### src/rtl/fifo.sv
// rtl/fifo.sv - single-clock FIFO with chip select, registered read data and full/empty status
// Define FIFO_ERR_FLAGS_EN to add sticky overflow/underflow outputs.
module fifo #(
   parameter int FIFO_DEPTH = 8,
   parameter int DATA_WIDTH = 32
) (
   input  logic                  clk,
   input  logic                  rst,
   input  logic                  cs,
   input  logic                  wr_en,
   input  logic                  rd_en,
   input  logic [DATA_WIDTH-1:0] din,
   output logic [DATA_WIDTH-1:0] dout,
   output logic                  empty,
   output logic                  full
`ifdef FIFO_ERR_FLAGS_EN
   ,
   output logic                  overflow,
   output logic                  underflow
`endif
);

   localparam int AW = $clog2(FIFO_DEPTH);
   localparam logic [AW:0] PTR_ONE = (AW + 1)'(1);

   logic [DATA_WIDTH-1:0] mem [0:FIFO_DEPTH-1];
   logic [AW:0]           wr_ptr;
   logic [AW:0]           rd_ptr;
   logic                  wr_acc;
   logic                  rd_acc;

   // MSB is the wrap flag: equal low bits with differing wrap flags means full
   assign empty  = (wr_ptr == rd_ptr);
   assign full   = (wr_ptr[AW-1:0] == rd_ptr[AW-1:0]) && (wr_ptr[AW] != rd_ptr[AW]);
   assign wr_acc = cs & wr_en & ~full;
   assign rd_acc = cs & rd_en & ~empty;

   always_ff @(posedge clk) begin
      if (rst) begin
         wr_ptr <= '0;
         rd_ptr <= '0;
         dout   <= '0;
      end else begin
         if (wr_acc) begin
            wr_ptr <= wr_ptr + PTR_ONE;
         end
         if (rd_acc) begin
            dout   <= mem[rd_ptr[AW-1:0]];
            rd_ptr <= rd_ptr + PTR_ONE;
         end
      end
   end

   // Storage has no reset so it can map onto plain RAM
   always_ff @(posedge clk) begin
      if (!rst && wr_acc) begin
         mem[wr_ptr[AW-1:0]] <= din;
      end
   end

`ifdef FIFO_ERR_FLAGS_EN
   always_ff @(posedge clk) begin
      if (rst) begin
         overflow  <= 1'b0;
         underflow <= 1'b0;
      end else begin
         if (cs && wr_en && full) begin
            overflow <= 1'b1;
         end
         if (cs && rd_en && empty) begin
            underflow <= 1'b1;
         end
      end
   end
`endif

endmodule

### config.mk
export PLATFORM = sky130hd
export DESIGN_NAME = fifo
export DESIGN_NICKNAME = d
export VERILOG_FILES = /design/src/rtl/fifo.sv
export SDC_FILE = /design/constraint.sdc
export NUM_CORES = 1
export LEC_CHECK = 0
export CAP_MARGIN = 15
export CORE_UTILIZATION = 35
export CTS_CLUSTER_DIAMETER = 100
export DETAILED_ROUTE_END_ITERATION = 10
export SYNTH_ARGS = -nofsm -noshare
export SYNTH_HDL_FRONTEND = slang
export SYNTH_SLANG_ARGS = --single-unit
### constraint.sdc
create_clock -name clk -period 10.65 [get_ports clk]
set_input_delay 2.6625 -clock clk [delete_from_list [all_inputs] [get_ports clk]]
set_output_delay 2.6625 -clock clk [all_outputs]
set_load 0.01 [all_outputs]
## Yosys cells after proc, flatten, opt, wreduce, memory -nomap -nowiden

Memory sizes are Yosys's and may differ from the RTL's. A register that Yosys moved wholly into a read port is not among the register bits.
Index checks and enable logic that the tools add are counted.

| storage, ports and cells | value |
|---|---|
| bits in registers | 8 |
| word-level logic and storage cells | 19 |
| memory bits (writable) | 256 |
| memories kept | 1 |
| input port bits | 37 |

Memory list:

| memory | depth | width | rd ports | clocked after memory_dff | write ports | RTL line | RTL |
|---|---|---|---|---|---|---|---|
| mem | 8 | 32 | 1 | 1 | 1 | 26 | `logic [DATA_WIDTH-1:0] mem [0:FIFO_DEPTH-1];` |

| cells by class | value |
|---|---|
| reduce and logical (&&, ||, !) cells | 3 |
| add/sub/neg operators | 2 |
| bitwise gates (word level) | 6 |
| multiplexer cells | 2 |
| equality and inequality tests | 3 |

Operators with widths:

| operator | number |
|---|---|
| adder 4 x 1 -> 4 bit, second input constant | 2 |
| AND 1 bit | 4 |
| equality test 4 bit | 1 |
| equality test 3 bit | 1 |
| logical AND 1 bit | 2 |
| 2-to-1 mux 1 bit | 2 |
| inverter 1 bit | 2 |
| logical NOT 1 bit | 1 |
| != test 1 bit | 1 |

## Longest topological paths before layout

Gate-level depths: netlist (run 1).

| depth | value |
|---|---|
| word-level depth | 7 |
| depth in mapped cells | 7 |

## Worst setup path before layout (run 1)

No wires, ideal clock.

| path | value |
|---|---|
| path type | input-to-reg |
| start | input cs |
| end | memory mem[0][0], enable pin |
| buffers on the path | 0 |
| required time | 10,148 ps |
| stages | 4 |
| path slack | 3,982 ps |
| library setup time | 502 ps |
| data arrival time | 6,166 ps |
| cell sequence | and2_1 -> o41a_2 -> nand2b_1 -> nor4_1 |

| between the ends | value |
|---|---|
| word-level cells in the longest chain between the ends | 5 |

RTL lines:

| element | RTL line | RTL |
|---|---|---|
| start, declared | 9 | `input logic cs,` |
| AND 1 bit (2 in a row) | 35 | `assign wr_acc = cs & wr_en & ~full;` |
| logical AND 1 bit | 56 | `if (!rst && wr_acc) begin` |
| 2-to-1 mux 1 bit | 56 |  |
| 2-to-1 mux 1 bit (not written as such) | 57 | `mem[wr_ptr[AW-1:0]] <= din;` |
| end, declared | 26 |  |

No other way between the ends.

## Worst setup path in the final report (run 1)

| path | value |
|---|---|
| start | register rd_ptr[0] |
| end | output empty |

| between the ends | value |
|---|---|
| word-level cells in the longest chain between the ends | 1 |

RTL lines:

| element | RTL line | RTL |
|---|---|---|
| start, declared | 28 | `logic [AW:0] rd_ptr;` |
| start signal, assigned | 49 | `rd_ptr <= rd_ptr + PTR_ONE;` |
| equality test 4 bit | 33 | `assign empty = (wr_ptr == rd_ptr);` |
| end, declared | 14 | `output logic empty,` |

No other way between the ends.

==> flow_summary.yaml, run 1 <==
critical_path:
  critPathMaxStageDelay_ns: 0.78
  critPathTopFamily: "flip-flops"
  slowest_stage: "dfxtp_4"
  worstPathCellList: "xor2_1, or2_2, nor3_1, clkdlybuf4s50_1"
  r2r_slack_ns: 7.67
  timing.rr.end: "mem[0][1]"
  critPathCaptureType: "output pin"
  reg2reg_depth: 5
  critPathLaunchType: "flip-flop"
  cp_data_arrival_time_ns: 2.68
  required_ns: 7.99
  criticalPathCategory: "flip-flop to output pin"
  crit_buf_inv: 1
  critPathMaxFanout: 33
  reg2reg_from: "rd_ptr[2]"
route:
  wl_per_cell_um: 20.32
  drt-total-wl_um: 21330
  drt_iter0_drc: 310
  num_vias: 5252
  drc: 0
  antenna_left: 0
  drtPass1Iterations: 4
  vias_per_cell: 5.002
clocking:
  cts_root_buffer: "clkbuf_16"
  cts_made_buffers: 31
  ctsResizeCount: 0
  postCtsHoldBufs: 0
  h-tree-depth: 1
  clk-insertion-delay-late_ns: 0.55
  cts.sinks: 296
  cts_setup_buffers: 0
  clkTransAtPathRegs_ns: 0.06
  tritoncts: "done"
  clockBufferDepth: 3
layout:
  fin_nets: 662
  fin_cells: 1050
  drive_above_1_share_pct: 26.89
  final_common_cell: "edfxtp_1"
  syn2layout_area_growth_pct: 20.07
  layout_common_cells: "edfxtp_1, clkdlybuf4s50_1, mux4_2"
timing:
  post-route-min-period_ns: 5.342
  worst_slew_pin_slew_ns: 1.070
  slew_headroom_pct: 28.69
  hold_violations: 0
  tns_ns: 0
  fin_crit_sh_pct: 50.16
  max_freq_mhz: 187.2
  skew_ns: 0.01336
  drv_slew: 0
  rsz0062_at_grt: "no"
  setup_viol: 0
floorplanning:
  pin_count: 71
  core-area_um2: 31640
  initial_core_util_pct: 35.66
  die_w_um: 181.5
  die_y_um: 181.5
  core.rowCount: 65
  design.die.area_um2: 32960
placement:
  placed_cells: 992
  dpl.hpwl_um: 11260
  gp_congestion: 0.6874
  io_buffers: 70
grt:
  grt_pass1_wl_um: 32680
  grt_max_degree: 69
  antenna_found_initial: 2
  grt_pass1_vias: 5592
  grt-ovfl-total: 0
  grt_usage_pct: 13.17
yosys:
  synth_area_um2: 11280
  synth_seq_cells: 296
  yosysWarnings: 0
  synthTopCellsByArea: "edfxtp_1, mux4_2, dfxtp_1"
  synth_nets: 581
  syn_inst: 542
  synth_area_leader_cell: "edfxtp_1"
  synth_top_area_share_pct: 68.14
  yosys.cell_types.count: 33
  seq_area_frac_synth_pct: 75.24
  syn_avg_cell_area_um2: 20.82
power_and_ir_drop:
  ir_worst_vdd_mv: 0.1089
  power.density_nw_per_um2: 187.3
  leakagePower_uw: 0.004086
job:
  cap_violations: 0
worst_hold_path:
  hp-start: "dout[7]"
  hold_class: "flip-flop to flip-flop"
  min_to: "dout[7]"
  whs_path_depth: 2
outcome:
  status: "complete, no violations"
per-stage QoR:
step	cell area, um2	utilization [%]	hold slack [ns]	setup slack [ns]	total power, uW
final	13550	42.82	0.5126	5.308	2537
after global routing	13550	42.82	0.5568	5.080	2612
after CTS	13540	42.81	0.5302	5.220	2561
after detailed placement	12440	39.32	0.5220	5.818	1415
after global placement	12440	39.32	0.4957	5.830	1411
after floorplan	11280	-	0.4942	3.982	1365
how the worst max path moves through the flow:
stage                     startpoint        end  slack (ns)  cells past startpoint
final                      rd_ptr[0]      empty        5.31                      4
after global routing       rd_ptr[0]      empty        5.08                      4
after CTS                  rd_ptr[0]      empty        5.22                      4
after detailed placement   rd_ptr[0]      empty        5.82                      4
after global placement     rd_ptr[0]      empty        5.83                      4
after floorplan                   cs  mem[0][0]        3.98                      4
cells in the mapped netlist, drive strengths merged:
library cell	number
o41ai	1
nor2	38
nor4	2
buf	21
dfxtp	40
o21ai	2
nor3	6
nand3	3
inv	2
or3	2
a21oi	5
a31o	1
clkbuf	13
mux4	64
mux2	1
and2	2
a211oi	32
nand2b	3
xor2	4
xnor2	2
mux2i	33
edfxtp	256
or2	1
nand4	1
ha	2
o41a	2
nand2	2
nor2b	1
cells by family after synthesis:
logic type      Yosys count  share of synthesized area, %
xor+xnor                  6                        0.4658
fa+ha+maj                 2                        0.2218
mux                      98                         15.80
compound gates           43                         4.137
buf+inv                  36                         1.741
simple gates             61                         2.396
flops                   296                         75.24
cell type report:
cell class,instances,area (um2)
Fill cell,2677,18090
Sequential cell,296,8497
Inverter,2,7.507
Tap cell,402,503.0
Clock inverter,23,317.8
Antenna cell,1,2.502
Multi-Input combinational cell,210,2646
Clock buffer,34,787.0
Timing Repair Buffer,82,785.8
report_power, final:
part | leakage (uW) | internal [uW] | switching (uW) | total (uW)
clock network | 0.000547 | 724 | 425 | 1150
registers | 0.00263 | 1270 | 9.36 | 1280
logic | 0.000907 | 53.9 | 53.4 | 107
total | 0.00409 | 2050 | 488 | 2540
routing by layer:
metal	vias to the layer above	share of wire [%]	global-route usage, %
li1	2385	-	-
met1	2715	42	16.19
met2	105	51	23.31
met3	45	3.6	2.347
met4	2	2.5	4.576
met5	-	0.080	0
registers in the layout, indices dropped and copies added, names as in the netlist:
name and cells:
wr_ptr 4, mem 256, dout 32, rd_ptr 4
worst register-to-register path: cells and delay by family (launching register included):
| family | cells | cell delay [ns] |
|---|---|---|
| flip-flops | 1 | 1.03 |
| AO/OA/AOI/OAI | 1 | 0.28 |
| XOR/XNOR | 1 | 0.41 |
| buffers and inverters | 1 | 0.52 |
| AND/OR/NAND/NOR | 2 | 0.37 |
Power figures use the tool's default switching activity.
==> run 2: changes to the inputs <==
==> constraint.sdc (replaced) <==
create_clock -name clk -period 4.5 [get_ports clk]
set_input_delay 1.125 -clock clk [delete_from_list [all_inputs] [get_ports clk]]
set_output_delay 1.125 -clock clk [all_outputs]
set_load 0.01 [all_outputs]
==> run 2 against run 1 <==
Against the previous run:
- first-iteration DRC count increased by 15%
- worst hold slack got worse by 0.0093 ns
- final cell count about the same
- global-route usage increased by 0.18 points
- register-to-register slack got worse by 5.9 ns
- critical path type unchanged
- worst setup slack got worse by 4.3 ns
- sequential power increased by 140%
- count of clock-buffer cells in the layout increased by 4
==> flow_summary.yaml, run 2 (synthesis results as in run 1) <==
outcome:
  status: "complete, no violations"
clocking:
  clockBufferDepth: 3
  cts_setup_buffers: 0
  cts_made_buffers: 28
  cts_root_buffer: "clkbuf_16"
  tritoncts: "done"
  clk-insertion-delay-late_ns: 0.53
  cts.sinks: 296
  clkTransAtPathRegs_ns: 0.07
  h-tree-depth: 1
  ctsResizeCount: 0
  postCtsHoldBufs: 0
grt:
  grt_usage_pct: 13.35
  use_met3_pct: 2.066
  grtUsageMet1_pct: 17.19
  grt_pass1_vias: 5734
  use_met2_pct: 23.48
  grt_max_degree: 68
  grt_pass1_wl_um: 33690
  grt-ovfl-total: 0
  top_usage_layer: "met2"
  antenna_found_initial: 1
power_and_ir_drop:
  p_clk_share_pct: 42.3
  ir_worst_vdd_mv: 0.2617
  seqPwrFrac_pct: 53.0
  intPower_uw: 4593
  power_uw: 5702
  leakagePower_uw: 0.004043
  pwr-share-comb_pct: 4.7
  power_switching_uw: 1109
  power.density_nw_per_um2: 424.1
  p_sw_share_pct: 19.45
floorplanning:
  core-area_um2: 31640
  design.die.area_um2: 32960
  initial_core_util_pct: 35.66
  pin_count: 71
  die_w_um: 181.5
  core.rowCount: 65
  die_y_um: 181.5
route:
  drtPass1Iterations: 4
  wl_per_cell_um: 20.26
  antenna_left: 0
  drc: 0
  drt_iter0_drc: 355
  drt-total-wl_um: 21250
  num_vias: 5286
  vias_per_cell: 5.039
layout:
  largest_reg_flops: 256
  layout_common_cells: "edfxtp_1, clkdlybuf4s50_1, mux4_2"
  syn2layout_area_growth_pct: 19.15
  finalInstanceArea_um2: 13440
  seq_area_um2: 8497
  drive_above_1_share_pct: 26.63
  final_common_cell: "edfxtp_1"
  fin_nets: 663
  multi_input_area_um2: 2646
  fillers: 2713
placement:
  io_buffers: 70
  gp_congestion: 0.6932
  place_ws_ns: 1.265
  dpl.hpwl_um: 12010
  placed_area_um2: 12480
timing:
  setup_viol: 0
  post-route-min-period_ns: 3.448
  fin_crit_sh_pct: 76.63
  rsz0062_at_grt: "no"
  drv_slew: 0
  worst_slew_pin_slew_ns: 1.011
  max_freq_mhz: 290.0
  hold_violations: 0
  skew_ns: 0.007303
  fin_hold_ws_ns: 0.5033
  slew_headroom_pct: 32.60
  setup_ws_ns: 1.052
critical_path:
  worstPathCellList: "xor2_1, or2_2, nor3_1, clkdlybuf4s50_1"
  critPathLaunchType: "flip-flop"
  slowest_stage: "clkdlybuf4s50_1"
  crit_buf_inv: 1
  criticalPathCategory: "flip-flop to output pin"
  critPathTopFamily: "buffers and inverters"
  required_ns: 3.38
  cp_data_arrival_time_ns: 2.32
  critPathCaptureType: "output pin"
  critPathMaxStageDelay_ns: 0.57
  critPathMaxFanout: 8
job:
  cap_violations: 0
worst_hold_path:
  hold_class: "flip-flop to flip-flop"
run 2: cell types whose count changed in the layout (fill, tap and decap cells not counted), sizes merged:
cell / delta
clkbuf: +4
clkinv: -4
buf: +4
bufinv: -4
clkinvlp: -1
run 2: cell type report:
type / count / area share [%]
clock inverters: 14 / 1.257
flip-flops and latches: 296 / 63.21
clock buffers: 38 / 5.873
inverters: 2 / 0.05585
repair buffers: 86 / 6.162
multi-input cells: 210 / 19.69
diodes: 1 / 0.01862
well taps: 402 / 3.742
run 2: path summary, 6_finish.rpt:
| kind | from | slack [ns] | end | depth (start not counted) |
|---|---|---|---|---|
| setup / recovery | wr_ptr[1] | 1.05 | empty | 4 |
| hold / removal | dout[7] | 0.50 | dout[7] | 2 |
| setup reg to reg | rd_ptr[0] | 1.74 | dout[0] | 5 |
| hold reg to reg | dout[7] | 0.50 | dout[7] | 2 |
run 2: tightest hold or removal path: stages, from the launching register on:
cell	delay [ns]
dfxtp_1	0.31
nor2_1	0.10
a211oi_1	0.05
run 2: per-stage QoR:
stage,instances,setup TNS (ns),util (%)
2_1_floorplan,542,-40.34,-
5_1_grt,1049,0,42.49
3_5_place_dp,996,0,39.45
6_report,1049,0,42.49
4_1_cts,1048,0,42.48
3_3_place_gp,996,0,39.45
run 2: metal layers:
metal | up-vias | share of wire (%)
li1 | 2384 | -
met1 | 2770 | 43
met2 | 99 | 51
met3 | 33 | 3.7
met4 | 0 | 2.4
met5 | - | 0
run 2: power groups by stage:
stage                     Sequential [uW]  Clock (uW)  Combinational, uW
after floorplan                      3090           0                144
after global placement               3080           0                267
after detailed placement             3080           0                273
after CTS                            3020        2470                274
after global routing                 3020        2580                291
final                                3020        2410                268
==> run 3: changes to the inputs <==
==> constraint.sdc (replaced) <==
create_clock -name clk -period 3.4 [get_ports clk]
set_input_delay 0.85 -clock clk [delete_from_list [all_inputs] [get_ports clk]]
set_output_delay 0.85 -clock clk [all_outputs]
set_load 0.01 [all_outputs]
==> run 3 against run 2 <==
Against the previous run:
- worst setup slack worse by 0.89 ns
- sequential share of layout area down 0.43 points
- non-clock buffer count down 1
- sequential cell count unchanged
- wire length down 0.39%
- clock power up 29%
- core utilization up 0.29 points
==> flow_summary.yaml, run 3 (synthesis results as in run 1) <==
critical_path:
  criticalPathCategory: "flip-flop to output pin"
  critPathMaxFanout: 8
  cp_data_arrival_time_ns: 2.39
  critPathMaxStageDelay_ns: 0.57
  critPathLaunchType: "flip-flop"
  critPathCaptureType: "output pin"
  worstPathCellList: "xor2_1, or2_2, nor3_1, clkdlybuf4s50_1"
  slowest_stage: "clkdlybuf4s50_1"
  required_ns: 2.55
timing:
  drv_slew: 0
  rsz0062_at_grt: "no"
  max_freq_mhz: 309.1
  slew_headroom_pct: 35.15
  skew_ns: 0.01026
  post-route-min-period_ns: 3.235
  worst_slew_pin_slew_ns: 0.9728
  setup_viol: 0
  setup_ws_ns: 0.1646
  hold_violations: 0
  fin_crit_sh_pct: 95.16
clocking:
  ctsResizeCount: 0
  tritoncts: "done"
  cts_setup_buffers: 0
  clockBufferDepth: 3
  cts_made_buffers: 30
  h-tree-depth: 1
  clkTransAtPathRegs_ns: 0.06
  postCtsHoldBufs: 0
  cts.sinks: 296
  cts_root_buffer: "clkbuf_16"
  clk-insertion-delay-late_ns: 0.54
route:
  wl_per_cell_um: 20.16
  vias_per_cell: 4.987
  drt-total-wl_um: 21170
  antenna_left: 0
  drc: 0
  num_vias: 5236
  drt_iter0_drc: 265
  drtPass1Iterations: 4
floorplanning:
  die_w_um: 181.5
  core.rowCount: 65
  core-area_um2: 31640
  initial_core_util_pct: 35.66
  design.die.area_um2: 32960
  die_y_um: 181.5
  pin_count: 71
layout:
  diodes: 0
  utilization_pct: 42.78
  syn2layout_area_growth_pct: 19.96
  largest_reg_flops: 256
  final_common_cell: "edfxtp_1"
  fin_nets: 664
  drive_above_1_share_pct: 26.08
  layout_common_cells: "edfxtp_1, clkdlybuf4s50_1, mux4_2"
power_and_ir_drop:
  p_sw_share_pct: 19.81
  seqPwrFrac_pct: 53.6
  ir_worst_vdd_mv: 0.4587
  p_clk_share_pct: 41.6
  power_switching_uw: 1478
  power.density_nw_per_um2: 551.1
  leakagePower_uw: 0.004047
  pwr-share-comb_pct: 4.8
  intPower_uw: 5981
job:
  cap_violations: 0
placement:
  io_buffers: 70
  dpl.hpwl_um: 11760
  place_ws_ns: 0.5494
  gp_congestion: 0.7078
grt:
  grt-ovfl-total: 0
  grt_pass1_wl_um: 32600
  grt_max_degree: 68
  grt_pass1_vias: 5636
  grt_usage_pct: 13.03
  antenna_found_initial: 0
worst_hold_path:
  hold_class: "flip-flop to flip-flop"
outcome:
  status: "complete, no violations"
-- run 3: per-layer routing --
metal	part of all wire, %	vias to the layer above	GRT usage (%)
met5	0	-	0
met4	1.8	0	3.831
met3	4.4	32	2.006
met2	53	115	23.51
met1	41	2709	16.09
li1	-	2380	-
-- run 3: final cells by class --
cell class | count | area, um2
fillers | 2674 | 18100
flip-flops and latches | 296 | 8497
inverters | 2 | 7.507
well taps | 402 | 503.0
clock buffers | 37 | 808.3
repair buffers | 85 | 920.9
clock inverters | 18 | 133.9
multi-input cells | 210 | 2664
-- run 3: through the flow --
step | hold slack (ns) | cells | area (um2) | TNS (ns) | total power [uW]
finish | 0.5051 | 1050 | 13530 | 0 | 7459
global route | 0.5332 | 1050 | 13530 | 0 | 7710
CTS | 0.5144 | 1050 | 13530 | 0 | 7555
detailed placement | 0.5059 | 995 | 12590 | 0 | 4443
global placement | 0.4979 | 995 | 12590 | 0 | 4433
floorplan | 0.4942 | 542 | 11290 | -83.26 | 4276
-- run 3: power groups by stage --
stage	Sequential (uW)	Combinational [uW]	Clock (uW)
floorplan	4090	191	0
global placement	4070	359	0
detailed placement	4080	366	0
CTS	4000	369	3190
global route	4000	392	3320
finish	4000	360	3100
-- run 3: worst paths after layout --
path / from / end / slack, ns / cells after the start
max reg2reg: wr_ptr[2] / mem[1][16] / 0.99 / 5
min reg2reg: dout[7] / dout[7] / 0.51 / 2
max: wr_ptr[1] / empty / 0.16 / 4
min: dout[7] / dout[7] / 0.51 / 2
-- run 3: critical path: cells and delay by family, from the launching register on --
family        cells  cell delay [ns]
buf+inv           1             0.57
simple gates      2             0.56
flops             1             0.53
xor+xnor          1             0.19
